[src/rtl/cdb_broadcaster_pkg.sv]
// Shared CDB definitions: producer tags, bus widths and the CDB payload type.
// Also imported by register_status and the reservation stations.
package cdb_defs;

  localparam int unsigned DATA_WIDTH = 16;
  localparam int unsigned TAG_WIDTH  = 2;
  localparam int unsigned NUM_SRC    = 3;
  localparam int unsigned CNT_WIDTH  = 8;

  typedef logic [TAG_WIDTH-1:0]  tag_t;
  typedef logic [DATA_WIDTH-1:0] data_t;

  localparam tag_t RES_STATION_ADD1 = 2'b00;
  localparam tag_t RES_STATION_ADD2 = 2'b01;
  localparam tag_t RES_STATION_MUL1 = 2'b10;
  localparam tag_t TAG_NONE         = 2'b11;

  // ADD1 holds first priority out of reset
  localparam logic [1:0] LAST_GRANT_RST = 2'd2;

  typedef struct packed {
    tag_t  tag;
    data_t data;
  } cdb_msg_t;

  // Source index reached by stepping 'step' places past 'last', modulo 3
  function automatic logic [1:0] rr_next(input logic [1:0] last, input logic [1:0] step);
    logic [2:0] sum;
    sum = 3'(last) + 3'(step);
    if (sum >= 3'd3) sum = sum - 3'd3;
    if (sum >= 3'd3) sum = sum - 3'd3;
    return sum[1:0];
  endfunction

  function automatic tag_t src_tag(input logic [1:0] idx);
    case (idx)
      2'd0:    return RES_STATION_ADD1;
      2'd1:    return RES_STATION_ADD2;
      2'd2:    return RES_STATION_MUL1;
      default: return TAG_NONE;
    endcase
  endfunction

endpackage

[src/rtl/cdb_broadcaster_if.sv]
// Source-result handshake and CDB broadcast bundle for cdb_broadcaster.
// master = functional-unit / listener side, slave = broadcaster.
interface cdb_broadcaster_if;
  import cdb_defs::*;

  logic [NUM_SRC-1:0]            Src_Valid;
  logic [NUM_SRC*DATA_WIDTH-1:0] Src_Data;
  logic [NUM_SRC-1:0]            Src_Ready;
  logic                          CDB_Valid;
  tag_t                          CDB_Tag;
  data_t                         CDB_Data;

  modport master (
    output Src_Valid, Src_Data,
    input  Src_Ready, CDB_Valid, CDB_Tag, CDB_Data
  );

  modport slave (
    input  Src_Valid, Src_Data,
    output Src_Ready, CDB_Valid, CDB_Tag, CDB_Data
  );

endinterface

[src/rtl/cdb_broadcaster_rr_arbiter3.sv]
// rr_arbiter3: combinational 3-way round-robin arbiter.
// Searches last+1, last+2, last+3 (mod 3); the pointer register lives in the caller.
module rr_arbiter3
  import cdb_defs::*;
(
  input  logic [2:0] req_i,
  input  logic [1:0] last_grant_i,
  output logic [2:0] grant_o,
  output logic [1:0] grant_idx_o,
  output logic       any_grant_o
);

  logic [1:0] idx;
  logic       found;

  always_comb begin : arbitrate
    grant_o     = '0;
    grant_idx_o = '0;
    found       = 1'b0;
    idx         = '0;
    for (int unsigned k = 1; k <= 3; k++) begin
      idx = rr_next(last_grant_i, 2'(k));
      if (!found && req_i[idx]) begin
        found        = 1'b1;
        grant_o[idx] = 1'b1;
        grant_idx_o  = idx;
      end
    end
    any_grant_o = found;
  end

endmodule

[src/rtl/cdb_broadcaster.sv]
// Common-data-bus broadcaster: one-entry holding buffer per source, round-robin
// grant, one registered tag+value broadcast per cycle. Option macro: CDB_PERF_EN.
module cdb_broadcaster
  import cdb_defs::*;
(
  input  logic               Clock,
  input  logic               Reset,
  cdb_broadcaster_if.slave   bus
`ifdef CDB_PERF_EN
  ,
  output logic [CNT_WIDTH-1:0] Conflict_Count
`endif
);

  logic [NUM_SRC-1:0]         full_q, full_d;
  data_t [NUM_SRC-1:0]        buf_q, buf_d;
  logic [1:0]                 last_grant_q, last_grant_d;
  logic                       cdb_valid_q, cdb_valid_d;
  cdb_msg_t                   cdb_q, cdb_d;

  logic [NUM_SRC-1:0]         accept;
  logic [NUM_SRC-1:0]         grant;
  logic [1:0]                 grant_idx;
  logic                       any_grant;
  data_t                      win_data;

  // Ready comes from registered state only, so no input-to-ready path exists
  assign bus.Src_Ready = ~full_q;
  assign accept        = bus.Src_Valid & ~full_q;

  rr_arbiter3 u_arb (
    .req_i        (full_q),
    .last_grant_i (last_grant_q),
    .grant_o      (grant),
    .grant_idx_o  (grant_idx),
    .any_grant_o  (any_grant)
  );

  always_comb begin : win_mux
    case (grant_idx)
      2'd0:    win_data = buf_q[0];
      2'd1:    win_data = buf_q[1];
      default: win_data = buf_q[2];
    endcase
  end

  // A granted buffer is full, so it never accepts on the same edge
  always_comb begin : next_state
    full_d       = full_q;
    buf_d        = buf_q;
    last_grant_d = last_grant_q;
    cdb_valid_d  = any_grant;
    cdb_d        = cdb_q;
    if (any_grant) begin
      full_d       = full_q & ~grant;
      last_grant_d = grant_idx;
      cdb_d.tag    = src_tag(grant_idx);
      cdb_d.data   = win_data;
    end
    for (int unsigned i = 0; i < NUM_SRC; i++) begin
      if (accept[i]) begin
        full_d[i] = 1'b1;
        buf_d[i]  = bus.Src_Data[i*DATA_WIDTH +: DATA_WIDTH];
      end
    end
  end

  always_ff @(posedge Clock or posedge Reset) begin : state_reg
    if (Reset) begin
      full_q       <= '0;
      buf_q        <= '0;
      last_grant_q <= LAST_GRANT_RST;
      cdb_valid_q  <= 1'b0;
      cdb_q        <= '0;
    end else begin
      full_q       <= full_d;
      buf_q        <= buf_d;
      last_grant_q <= last_grant_d;
      cdb_valid_q  <= cdb_valid_d;
      cdb_q        <= cdb_d;
    end
  end

  assign bus.CDB_Valid = cdb_valid_q;
  assign bus.CDB_Tag   = cdb_q.tag;
  assign bus.CDB_Data  = cdb_q.data;

`ifdef CDB_PERF_EN
  logic [CNT_WIDTH-1:0] conflict_q, conflict_d;
  logic                 multi_full;

  assign multi_full = (full_q[0] & full_q[1]) | (full_q[0] & full_q[2]) | (full_q[1] & full_q[2]);

  // Saturating count of edges with two or more results competing
  always_comb begin : conflict_next
    conflict_d = conflict_q;
    if (multi_full && (conflict_q != {CNT_WIDTH{1'b1}})) begin
      conflict_d = conflict_q + CNT_WIDTH'(1);
    end
  end

  always_ff @(posedge Clock or posedge Reset) begin : conflict_reg
    if (Reset) begin
      conflict_q <= '0;
    end else begin
      conflict_q <= conflict_d;
    end
  end

  assign Conflict_Count = conflict_q;
`endif

endmodule

[src/flat_wrapper.sv]
// flat-port wrapper written by rule: the top's interface ports become plain ports
module cdb_broadcaster_flat import cdb_defs::*;
  (Clock, Reset, bus_Src_Valid, bus_Src_Data, bus_Src_Ready, bus_CDB_Valid, bus_CDB_Tag, bus_CDB_Data);
  cdb_broadcaster_if bus_i ();
  input  logic Clock;
  input  logic Reset;
  input wire logic [$bits(bus_i.Src_Valid)-1:0] bus_Src_Valid;
  input wire logic [$bits(bus_i.Src_Data)-1:0] bus_Src_Data;
  output wire logic [$bits(bus_i.Src_Ready)-1:0] bus_Src_Ready;
  output wire logic [$bits(bus_i.CDB_Valid)-1:0] bus_CDB_Valid;
  output wire logic [$bits(bus_i.CDB_Tag)-1:0] bus_CDB_Tag;
  output wire logic [$bits(bus_i.CDB_Data)-1:0] bus_CDB_Data;
  assign bus_i.Src_Valid = bus_Src_Valid;
  assign bus_i.Src_Data = bus_Src_Data;
  assign bus_Src_Ready = bus_i.Src_Ready;
  assign bus_CDB_Valid = bus_i.CDB_Valid;
  assign bus_CDB_Tag = bus_i.CDB_Tag;
  assign bus_CDB_Data = bus_i.CDB_Data;
  cdb_broadcaster u_core (.Clock(Clock), .Reset(Reset), .bus(bus_i));
endmodule
[config.mk]
export PLATFORM = sky130hd
export DESIGN_NAME = cdb_broadcaster_flat
export DESIGN_NICKNAME = d
export VERILOG_FILES = /design/src/rtl/cdb_broadcaster_pkg.sv /design/src/rtl/cdb_broadcaster_if.sv /design/src/rtl/cdb_broadcaster_rr_arbiter3.sv /design/src/rtl/cdb_broadcaster.sv /design/src/flat_wrapper.sv
export SDC_FILE = /design/constraint.sdc
export NUM_CORES = 1
export LEC_CHECK = 0
export BUFFER_PORTS_ARGS = -buffer_cell sky130_fd_sc_hd__buf_2
export CORE_UTILIZATION = 35
export CTS_CLUSTER_DIAMETER = 50
export DETAILED_ROUTE_END_ITERATION = 10
export SYNTH_ARGS = -nofsm -noshare
export SYNTH_HDL_FRONTEND = slang
export SYNTH_HIERARCHICAL = 1
export SYNTH_SLANG_ARGS = --single-unit
[constraint.sdc]
create_clock -name Clock -period 2.89 [get_ports Clock]
set_clock_uncertainty 0.2 [all_clocks]
set_input_delay 0.1445 -clock Clock [delete_from_list [all_inputs] [get_ports Clock]]
set_output_delay 0.1445 -clock Clock [all_outputs]
set_load 0.02 [all_outputs]
==> results of run 1 <==
## report_power, final
| part | switching, mW | internal (mW) | total, mW |
|---|---|---|---|
| Sequential | 0.324 | 1.56 | 1.88 |
| Clock | 0.379 | 0.532 | 0.911 |
| Combinational | 1.53 | 1.48 | 3.01 |
| Total | 2.24 | 3.57 | 5.81 |
## worst paths after layout
kind	startpoint	endpoint	slack, ns	cells past startpoint
min in group Clock	u_core/last_grant_q[1]$_DFFE_PP1P_	u_core/last_grant_q[1]$_DFFE_PP1P_	0.30	2
hold / removal	Reset	u_core/bus.CDB_Valid$_DFF_PP0_	0.24	3
hold reg to reg	u_core/last_grant_q[1]$_DFFE_PP1P_	u_core/last_grant_q[1]$_DFFE_PP1P_	0.30	2
setup reg to reg	u_core/last_grant_q[0]$_DFFE_PP0P_	u_core/bus.CDB_Data[10]$_DFFE_PP0P_	0.36	9
max in group asynchronous	Reset	u_core/buf_q[17]$_DFFE_PP0P_	1.49	4
setup / recovery	u_core/last_grant_q[0]$_DFFE_PP0P_	u_core/bus.CDB_Data[10]$_DFFE_PP0P_	0.36	9
## cell type report
type | instances | area (um^2) | area share (%)
multi-input cells | 165 | 1545 | 32.54
inverters | 10 | 37.54 | 0.7905
clock buffers | 11 | 151.4 | 3.188
clock inverters | 5 | 78.83 | 1.660
well taps | 133 | 166.4 | 3.505
flip-flops and latches | 72 | 1803 | 37.97
repair buffers | 136 | 965.9 | 20.34
## cell usage after synthesis
master      n  area share, %
o211ai_1    7            1.5
o21ai_0    10            1.4
buf_12      3            1.7
o211ai_2   10            3.5
o31ai_2     1           0.35
buf_6       6            1.9
a31oi_1     3           0.53
ha_1        4            1.4
mux2i_1    20            5.7
nor2_1      6           0.64
buf_2       2           0.28
nor3b_1     1           0.21
dfstp_2     1           0.74
nand2b_4    1           0.39
clkbuf_1    4           0.42
inv_1      10            1.1
o21ai_1     1           0.14
dfrtp_1    71             50
and2_1      1           0.18
nand2b_1   17            3.0
nand3b_1    3           0.64
a21oi_1     1           0.14
mux2_2     18            5.7
nor2b_2     3           0.74
o22ai_2     1           0.35
nand3_1    16            2.3
a2bb2oi_1   1           0.25
mux2_4     30             13
buf_4       2           0.42
nand2_1     6           0.64
nor2b_1     4           0.71
## cells by family (layout without fill, tap and decap cells)
logic type | Yosys count | in the layout | share of synthesized area (%)
mux | 68 | 68 | 24.14
buf+inv | 27 | 162 | 5.805
fa+ha+maj | 4 | 4 | 1.416
simple gates | 58 | 58 | 9.416
flops | 72 | 72 | 51.01
compound gates | 35 | 35 | 8.212
## through the flow
step / area [um^2] / total power [mW]
3_3_place_gp: 3998 / 4.817
4_1_cts: 4748 / 5.891
5_1_grt: 4748 / 6.246
2_1_floorplan: 3535 / 4.262
3_5_place_dp: 3998 / 4.908
6_report: 4748 / 5.809
## state kept, by name (all words and copies together), names as in the netlist
signal                count
u_core/buf_q             48
u_core/bus.CDB_Data      16
u_core/full_q             3
u_core/bus.CDB_Tag        2
u_core/last_grant_q       2
u_core/bus.CDB_Valid      1
## metal layers
metal	up-vias	track usage, %	part of all wire, %	wire length [um]
met4	0	4.725	1.3	108
met1	1193	20.87	45	3657
met3	8	5.017	3.9	315
met5	-	0	0	0
met2	51	28.26	50	4070
li1	1184	-	-	-
## tightest hold or removal path, delay by kind of cell
family,cells,cell delay [ns]
buf+inv,3,1.12
## cell usage in the layout (no fill, tap or decap), types with 2 or more instances in the layout
| cell | instances |
|---|---|
| buf_2 | 74 |
| dfrtp_1 | 71 |
| dlygate4sd3_1 | 52 |
| mux2_4 | 30 |
| mux2i_1 | 20 |
| mux2_2 | 18 |
| nand2b_1 | 17 |
| nand3_1 | 16 |
| clkbuf_8 | 11 |
| o211ai_2 | 10 |
| buf_4 | 10 |
| inv_1 | 9 |
| o21ai_0 | 7 |
| o211ai_1 | 7 |
| nand2_1 | 6 |
| nor2_1 | 6 |
| nor2b_1 | 4 |
| ha_1 | 4 |
| nor2b_2 | 3 |
| a31oi_1 | 3 |
| nand3b_1 | 3 |
| bufinv_16 | 2 |
| clkinv_2 | 2 |
| o21ai_2 | 2 |
==> results_dict.tcl, run 1 <==
set metrics [dict create \
    status "completed" \
    fillers 888 \
    final_cells 532 \
    syn_inst 264 \
    clk_pin_slew_ns 0.07 \
    overflow 0 \
    fmax_mhz 395.9 \
    insertion_delay_ns 0.34 \
    worstPathRequired_ns 2.91 \
    finalCritPeriodShare_pct 87.41 \
    grt_max_degree 43 \
    slowest_stage "ha_1" \
    crit_arrival_ns 2.54 \
    finalSetupViolations 0 \
    ant_nets 0 \
    critPathMaxFanout 42 \
    grt_pass1_vias 2587 \
    slew_headroom_pct 56.75 \
    areaGrowthSynthToFinish_pct 34.34 \
    die_area_um2 10510 \
    cap_violations 0 \
    num_vias 2436 \
    drive_above_1_share_pct 42.36 \
    core-area_um2 9774 \
    p_leak_nw 2.177 \
    synth-seq-cells 72 \
    finalCoreUtilization_pct 48.58 \
    die_y_um 102.5 \
    io_pins 75 \
    post-route-min-period_ns 2.526 \
    critPathBufInv 2 \
    clockBufferDepth 2 \
    cts-resized-gates 0 \
    cp-end-kind "flop" \
    diodes 0 \
    ys_warn_count 6 \
    pre_cts_slack_ns 0.3745 \
    place_inst 464 \
    clockRootBuffer "clkbuf_8" \
    nets 451 \
    finalSetupTns_ns 0 \
    syn_nets 321 \
    wirelength_um 8152 \
    hold_class "input port to async pin" \
    first_pass_iters 4 \
    critPathTopFamily "simple AND/OR/NAND/NOR gates" \
    place.gp.congestion 0.7380 \
    final_hold_viol_count 0 \
    synth.distinct_cells 31 \
    grt_setup_unrepaired "no" \
    grt_usage_pct 16.78 \
    rows 36 \
    cts.sink_count 72 \
    drc 0 \
    hpwl_um 5384 \
    cts_setup_buffers 0 \
    syn_area_um2 3535 \
    io_buffers 74 \
    holdBufCountCts 52 \
    start_kind "flop" \
    fin_hold_ws_ns 0.2383 \
    initial_utilization_pct 36.16 \
    max_stage_delay_ns 0.45 \
    critPathKind "flop to flop" \
    antenna_found_initial 0 \
    numCtsBuffers 9 \
    die_w_um 102.5 \
    ys_seq_area_share_pct 51.01 \
    post_drt_via_cell_ratio 4.579 \
    grt_pass1_wl_um 13010 \
    drtIter0Drc 46 \
    cts_tree "yes" \
    maxSlewViolCount 0 \
    cts_max_level 3 \
    vdd_ir_drop_max_uv 556.1 \
    cellPowerDensity_nw_per_um2 1223 \
    syn_area_per_cell_um2 13.39 \
    routedWlPerCell_um 15.32 \
    tightestPinTransition_ns 0.6478 \
    worst_slack_ns 0.3639 \
    cp_cell_sequence "inv_1 > ha_1 > nand3b_1 > o21ai_1 > nor2_1 > o21ai_4 > buf_4 > nand2b_1 > o211ai_1" \
]
Power figures use the tool's default switching activity.
==> run 2, diff against run 1 <==
--- a/config.mk
+++ b/config.mk
@@ -9,6 +9,8 @@
 export CORE_UTILIZATION = 35
 export CTS_CLUSTER_DIAMETER = 50
 export DETAILED_ROUTE_END_ITERATION = 10
+export GPL_TIMING_DRIVEN = 0
+export SLEW_MARGIN = 20
 export SYNTH_ARGS = -nofsm -noshare
 export SYNTH_HDL_FRONTEND = slang
 export SYNTH_HIERARCHICAL = 1
==> run 2 against run 1 <==
  * First-iteration DRC count up 37%
  * Largest power group unchanged
  * Global-route usage up 0.14 points
  * Clock power down 3.2%
  * Setup slack worse by 0.018 ns
  * Routed wire length up 1.9%
  * Highest routed layer unchanged
  * Critical endpoint is now u_core/bus.CDB_Data[13]$_DFFE_PP0P_
==> results_dict.tcl, run 2 (synthesis gave the netlist of run 1 again) <==
set metrics [dict create \
    status "completed" \
    dr_wl_met2_um 4179 \
    rr_worst_depth 12 \
    internal-power_mw 3.661 \
    finalSetupViolations 0 \
    regToRegSetupSlack_ns 0.35 \
    worst_slack_ns 0.3454 \
    combinationalPowerShare_pct 53.3 \
    vdd_ir_drop_max_uv 560.3 \
    worstPathRequired_ns 2.91 \
    post_drt_via_cell_ratio 4.699 \
    crit_arrival_ns 2.57 \
    drc 0 \
    drtIter0Drc 63 \
    rows 36 \
    diodes 0 \
    r2r_start "u_core/last_grant_q[0]$_DFFE_PP0P_" \
    ant_nets 0 \
    clockBufferDepth 2 \
    finalSetupTns_ns 0 \
    die_w_um 102.5 \
    grt_pass1_vias 2677 \
    finalCritPeriodShare_pct 88.05 \
    finalCoreUtilization_pct 49.60 \
    die_y_um 102.5 \
    regMostFlops "u_core/buf_q" \
    maxSlewViolCount 0 \
    areaGrowthSynthToFinish_pct 37.17 \
    swShare_pct 38.24 \
    critPathKind "flop to flop" \
    post-route-min-period_ns 2.545 \
    first_pass_iters 4 \
    routedWlPerCell_um 15.42 \
    start_kind "flop" \
    tightestPinTransition_ns 0.3361 \
    p_leak_nw 2.213 \
    drt-met1-wl_um 3743 \
    cap_violations 0 \
    final_hold_viol_count 0 \
    hpwl_um 5455 \
    clk_pin_slew_ns 0.07 \
    slew_headroom_pct 77.60 \
    layout_commonest_cell "buf_2" \
    cts_setup_buffers 0 \
    grt_setup_unrepaired "no" \
    largest_register_ffs 48 \
    pwr-share-seq_pct 31.8 \
    dr.max_layer_used "met4" \
    place.gp.congestion 0.7863 \
    p_clk_share_pct 14.9 \
    num_vias 2533 \
    cts_max_level 3 \
    insertion_delay_ns 0.34 \
    overflow 0 \
    p_switching_mw 2.267 \
    grt_max_degree 58 \
    hold_class "input port to async pin" \
    die_area_um2 10510 \
    core-area_um2 9774 \
    cellPowerDensity_nw_per_um2 1223 \
    numCtsBuffers 9 \
    met3WireLength_um 292 \
    grt_pass1_wl_um 13240 \
    antenna_found_initial 0 \
    place_area_um2 4101 \
    fin_area_um2 4848 \
    final_cell_mix "buf_2, dfrtp_1, dlygate4sd3_1" \
    critPathMaxFanout 10 \
    cts_tree "yes" \
    initial_utilization_pct 36.16 \
    fillers 862 \
    fmax_mhz 393.0 \
    grt_usage_pct 16.92 \
    cts.sink_count 72 \
    nets 458 \
    pre_cts_slack_ns 0.009993 \
    drive_above_1_share_pct 42.86 \
    cp-end-kind "flop" \
    io_pins 75 \
    io_buffers 74 \
    power.total_mw 5.928 \
    rr_endpoint "u_core/bus.CDB_Data[13]$_DFFE_PP0P_" \
    clockRootBuffer "clkbuf_8" \
    wirelength_um 8310 \
]
==> run 2: changes by cell type in the layout (fill, tap and decap cells not counted), sizes merged <==
| cell | delta |
|---|---|
| clkinv | -2 |
| clkinvlp | +2 |
| clkbuf | +4 |
| buf | +3 |
==> run 2: repair_timing <==
action	CTS	global route
endpoints found under the setup margin	6	23
endpoints found under the hold margin	122	0
hold buffers	52	0
gates resized for setup	1	10
==> run 2: per-layer routing <==
| metal | up-vias | global-route usage (%) |
|---|---|---|
| met5 | - | 0 |
| met4 | 0 | 6.044 |
| met3 | 8 | 3.932 |
| met2 | 50 | 28.62 |
| met1 | 1270 | 21.16 |
| li1 | 1205 | - |
==> run 2: worst max-delay path by stage <==
stage	slack (ns)	cells past startpoint	endpoint	start
final	0.35	12	u_core/bus.CDB_Data[13]$_DFFE_PP0P_	u_core/last_grant_q[0]$_DFFE_PP0P_
after global routing	0.16	12	u_core/bus.CDB_Data[15]$_DFFE_PP0P_	u_core/last_grant_q[0]$_DFFE_PP0P_
after CTS	0.001	9	u_core/bus.CDB_Data[7]$_DFFE_PP0P_	u_core/last_grant_q[0]$_DFFE_PP0P_
after detailed placement	0.01	9	u_core/bus.CDB_Data[12]$_DFFE_PP0P_	u_core/last_grant_q[0]$_DFFE_PP0P_
after global placement	-0.21	2	u_core/buf_q[46]$_DFFE_PP0P_	Reset
after floorplan	0.47	7	u_core/bus.CDB_Data[11]$_DFFE_PP0P_	u_core/last_grant_q[1]$_DFFE_PP1P_
==> run 2: cell type report <==
| class | count | area (um^2) | share of cell area, % |
|---|---|---|---|
| buffer | 16 | 165.2 | 3.406 |
| clock buffer | 11 | 141.4 | 2.916 |
| clock inverter | 5 | 80.08 | 1.652 |
| inverter | 10 | 40.04 | 0.8258 |
| multi-input combinational | 165 | 1534 | 31.64 |
| sequential | 72 | 1803 | 37.19 |
| tap | 133 | 166.4 | 3.432 |
| timing repair buffer | 127 | 918.4 | 18.94 |
==> run 2: power groups by stage <==
stage | logic, mW | clock network [mW] | registers [mW]
2_1_floorplan | 2.29 | 0 | 1.97
3_3_place_gp | 3.06 | 0 | 1.87
3_5_place_dp | 3.12 | 0 | 1.89
4_1_cts | 3.19 | 0.910 | 1.88
5_1_grt | 3.42 | 0.948 | 1.95
6_report | 3.16 | 0.882 | 1.89
==> run 2: metrics by stage <==
| step | std cells | hold slack, ns |
|---|---|---|
| 6_report | 539 | 0.07890 |
| 2_1_floorplan | 264 | 0.09256 |
| 3_5_place_dp | 472 | -0.1008 |
| 3_3_place_gp | 471 | 0.1760 |
| 5_1_grt | 539 | 0.1081 |
| 4_1_cts | 540 | 0.06622 |
==> run 2: critical path, cell delays in order, from the launching register on <==
cell      delay [ns]
dfrtp_1         0.40
inv_1           0.08
ha_1            0.30
buf_2           0.21
nand3b_1        0.15
o21ai_2         0.18
nand2_1         0.08
o21ai_0         0.10
buf_6           0.17
nand2b_4        0.13
buf_6           0.13
buf_6           0.18
o211ai_2        0.10
==> run 3, diff against run 2 <==
--- a/config.mk
+++ b/config.mk
@@ -5,7 +5,8 @@
 export SDC_FILE = /design/constraint.sdc
 export NUM_CORES = 1
 export LEC_CHECK = 0
-export BUFFER_PORTS_ARGS = -buffer_cell sky130_fd_sc_hd__buf_2
+export BUFFER_PORTS_ARGS = -buffer_cell sky130_fd_sc_hd__buf_4
+export CORE_MARGIN = 2
 export CORE_UTILIZATION = 35
 export CTS_CLUSTER_DIAMETER = 50
 export DETAILED_ROUTE_END_ITERATION = 10
==> run 3 against run 2 <==
  * Clock power down 8.7%
  * Power grew 0.62%
  * Clock-buffer cell count grew 1
  * Final cell count up 0.19%
  * Hold slack gained 0.0097 ns
  * Largest cell class unchanged
  * Critical path depth decreased by 3
  * Design area up 3.6%
  * Highest routed layer unchanged
  * Global-route usage fell by 0.84 points
  * Sequential share of layout area shrank 1.3 points
  * Die area up 3.9%
  * Combinational power is 3% higher
  * Utilization rose by 1.8 points
==> results_dict.tcl, run 3 (synthesis gave the netlist of run 1 again) <==
set metrics [dict create \
    antenna_found_initial 0 \
    numCtsBuffers 9 \
    cellPowerDensity_nw_per_um2 1188 \
    grt_util_met3_pct 4.449 \
    start_kind "flop" \
    grt_pass1_vias 2629 \
    fillers 856 \
    critPathBufInv 3 \
    place_inst 472 \
    layout_commonest_cell "buf_4" \
    rows 36 \
    nets 459 \
    io_pins 75 \
    power.total_mw 5.965 \
    num_vias 2465 \
    internal-power_mw 3.703 \
    grt_max_degree 57 \
    grt.busiest_layer "met2" \
    wirelength_um 8233 \
    worst_slack_ns 0.3245 \
    diodes 0 \
    pre_cts_slack_ns -0.008496 \
    fmax_mhz 389.8 \
    final_hold_viol_count 0 \
    place.gp.congestion 0.7497 \
    clockRootBuffer "clkbuf_8" \
    slowest_stage "dfstp_2" \
    die_y_um 104.5 \
    drive_above_1_share_pct 42.75 \
    grt_pass1_wl_um 13780 \
    overflow 0 \
    clk_pin_slew_ns 0.08 \
    p_leak_nw 2.266 \
    insertion_delay_ns 0.35 \
    grtUsageMet1_pct 21.18 \
    critPathTopFamily "buffers and inverters" \
    rr_worst_depth 9 \
    pwr-share-seq_pct 31.6 \
    initial_utilization_pct 36.16 \
    tightestPinTransition_ns 0.3534 \
    finalCoreUtilization_pct 51.38 \
    cp_cell_sequence "ha_1 > buf_2 > nand3b_1 > o21ai_2 > o21ai_0 > buf_4 > buf_6 > mux2i_1 > o211ai_2" \
    post-route-min-period_ns 2.566 \
    hpwl_um 5488 \
    cts_max_level 3 \
    combinationalPowerShare_pct 54.9 \
    cap_violations 0 \
    drc 0 \
    finalCritPeriodShare_pct 88.77 \
    routedWlPerCell_um 15.25 \
    final_cell_mix "buf_4, dfrtp_1, dlygate4sd3_1" \
    crit_arrival_ns 2.60 \
    maxSlewViolCount 0 \
    use_met2_pct 26.28 \
    ant_nets 0 \
    slew_headroom_pct 76.44 \
    cts.sink_count 72 \
    io_buffers 74 \
    regMostFlops "u_core/buf_q" \
    critPathKind "flop to flop" \
    grt_usage_pct 16.07 \
    post_drt_via_cell_ratio 4.565 \
    r2r_start "u_core/last_grant_q[1]$_DFFE_PP1P_" \
    cp-end-kind "flop" \
    vdd_ir_drop_max_uv 587.2 \
    clockBufferDepth 2 \
    final_cells 540 \
    max_stage_delay_ns 0.56 \
    hold_class "input port to async pin" \
    first_pass_iters 5 \
    die_w_um 104.5 \
    areaGrowthSynthToFinish_pct 42.09 \
    drtIter0Drc 96 \
    fin_hold_ws_ns 0.08857 \
    largest_register_ffs 48 \
    worstPathRequired_ns 2.93 \
    regToRegSetupSlack_ns 0.32 \
    swShare_pct 37.92 \
    critPathMaxFanout 10 \
    p_switching_mw 2.262 \
    grt_setup_unrepaired "no" \
    p_clk_share_pct 13.5 \
    rr_endpoint "u_core/bus.CDB_Data[3]$_DFFE_PP0P_" \
    core-area_um2 9774 \
    cts_tree "yes" \
    finalSetupViolations 0 \
    die_area_um2 10920 \
    status "completed" \
]
[run 3: stage by stage]
step	TNS (ns)	instance area, um^2
detailed placement	-0.02235	4287
global route	0	5022
floorplan	0	3535
finish	0	5022
global placement	-20.40	4257
CTS	0	5007
[run 3: what timing repair did]
item,4_1_cts,5_1_grt
setup buffers,0,0
endpoints found under the setup margin,6,23
hold endpoints to repair,122,0
cloned,0,0
hold buffers,52,0
gates resized for setup,2,9
[run 3: metal layers]
metal	wire, um	vias to the layer above
met5	0	-
met4	82	0
met3	291	6
met2	4064	48
met1	3794	1207
li1	-	1204
[run 3: area by class of cell]
type	instances	area [um^2]	area share, %
multi-input combinational	165	1534	30.54
sequential	72	1803	35.90
tap	133	166.4	3.313
clock inverter	4	53.80	1.071
clock buffer	12	145.1	2.890
buffer	17	176.4	3.513
timing repair buffer	127	1104	21.97
inverter	10	40.04	0.7972
[run 3: worst max-delay path by stage]
stage,startpoint,to,slack (ns),depth (start not counted)
finish,u_core/last_grant_q[1]$_DFFE_PP1P_,u_core/bus.CDB_Data[3]$_DFFE_PP0P_,0.32,9
global route,u_core/last_grant_q[0]$_DFFE_PP0P_,u_core/bus.CDB_Data[3]$_DFFE_PP0P_,0.10,11
CTS,u_core/last_grant_q[1]$_DFFE_PP1P_,u_core/bus.CDB_Data[4]$_DFFE_PP0P_,0.08,8
detailed placement,u_core/last_grant_q[1]$_DFFE_PP1P_,u_core/bus.CDB_Data[15]$_DFFE_PP0P_,-0.008,8
global placement,Reset,u_core/buf_q[28]$_DFFE_PP0P_,-0.29,2
floorplan,u_core/last_grant_q[1]$_DFFE_PP1P_,u_core/bus.CDB_Data[11]$_DFFE_PP0P_,0.47,7
[run 3: power groups by stage]
stage | combinational [mW] | sequential [mW] | clock, mW
global placement | 3.16 | 1.90 | 0
floorplan | 2.29 | 1.97 | 0
CTS | 3.28 | 1.89 | 0.830
detailed placement | 3.21 | 1.91 | 0
global route | 3.55 | 1.96 | 0.880
finish | 3.27 | 1.89 | 0.805
[run 3: worst reg2reg max path, delay by kind of cell, from the launching register on]
family,cells,cell delay [ns]
AO/OA/AOI/OAI,3,0.42
adder cells (fa/ha/maj),1,0.24
AND/OR/NAND/NOR,1,0.16
buffers and inverters,3,0.63
flip-flops,1,0.56
multiplexers,1,0.26
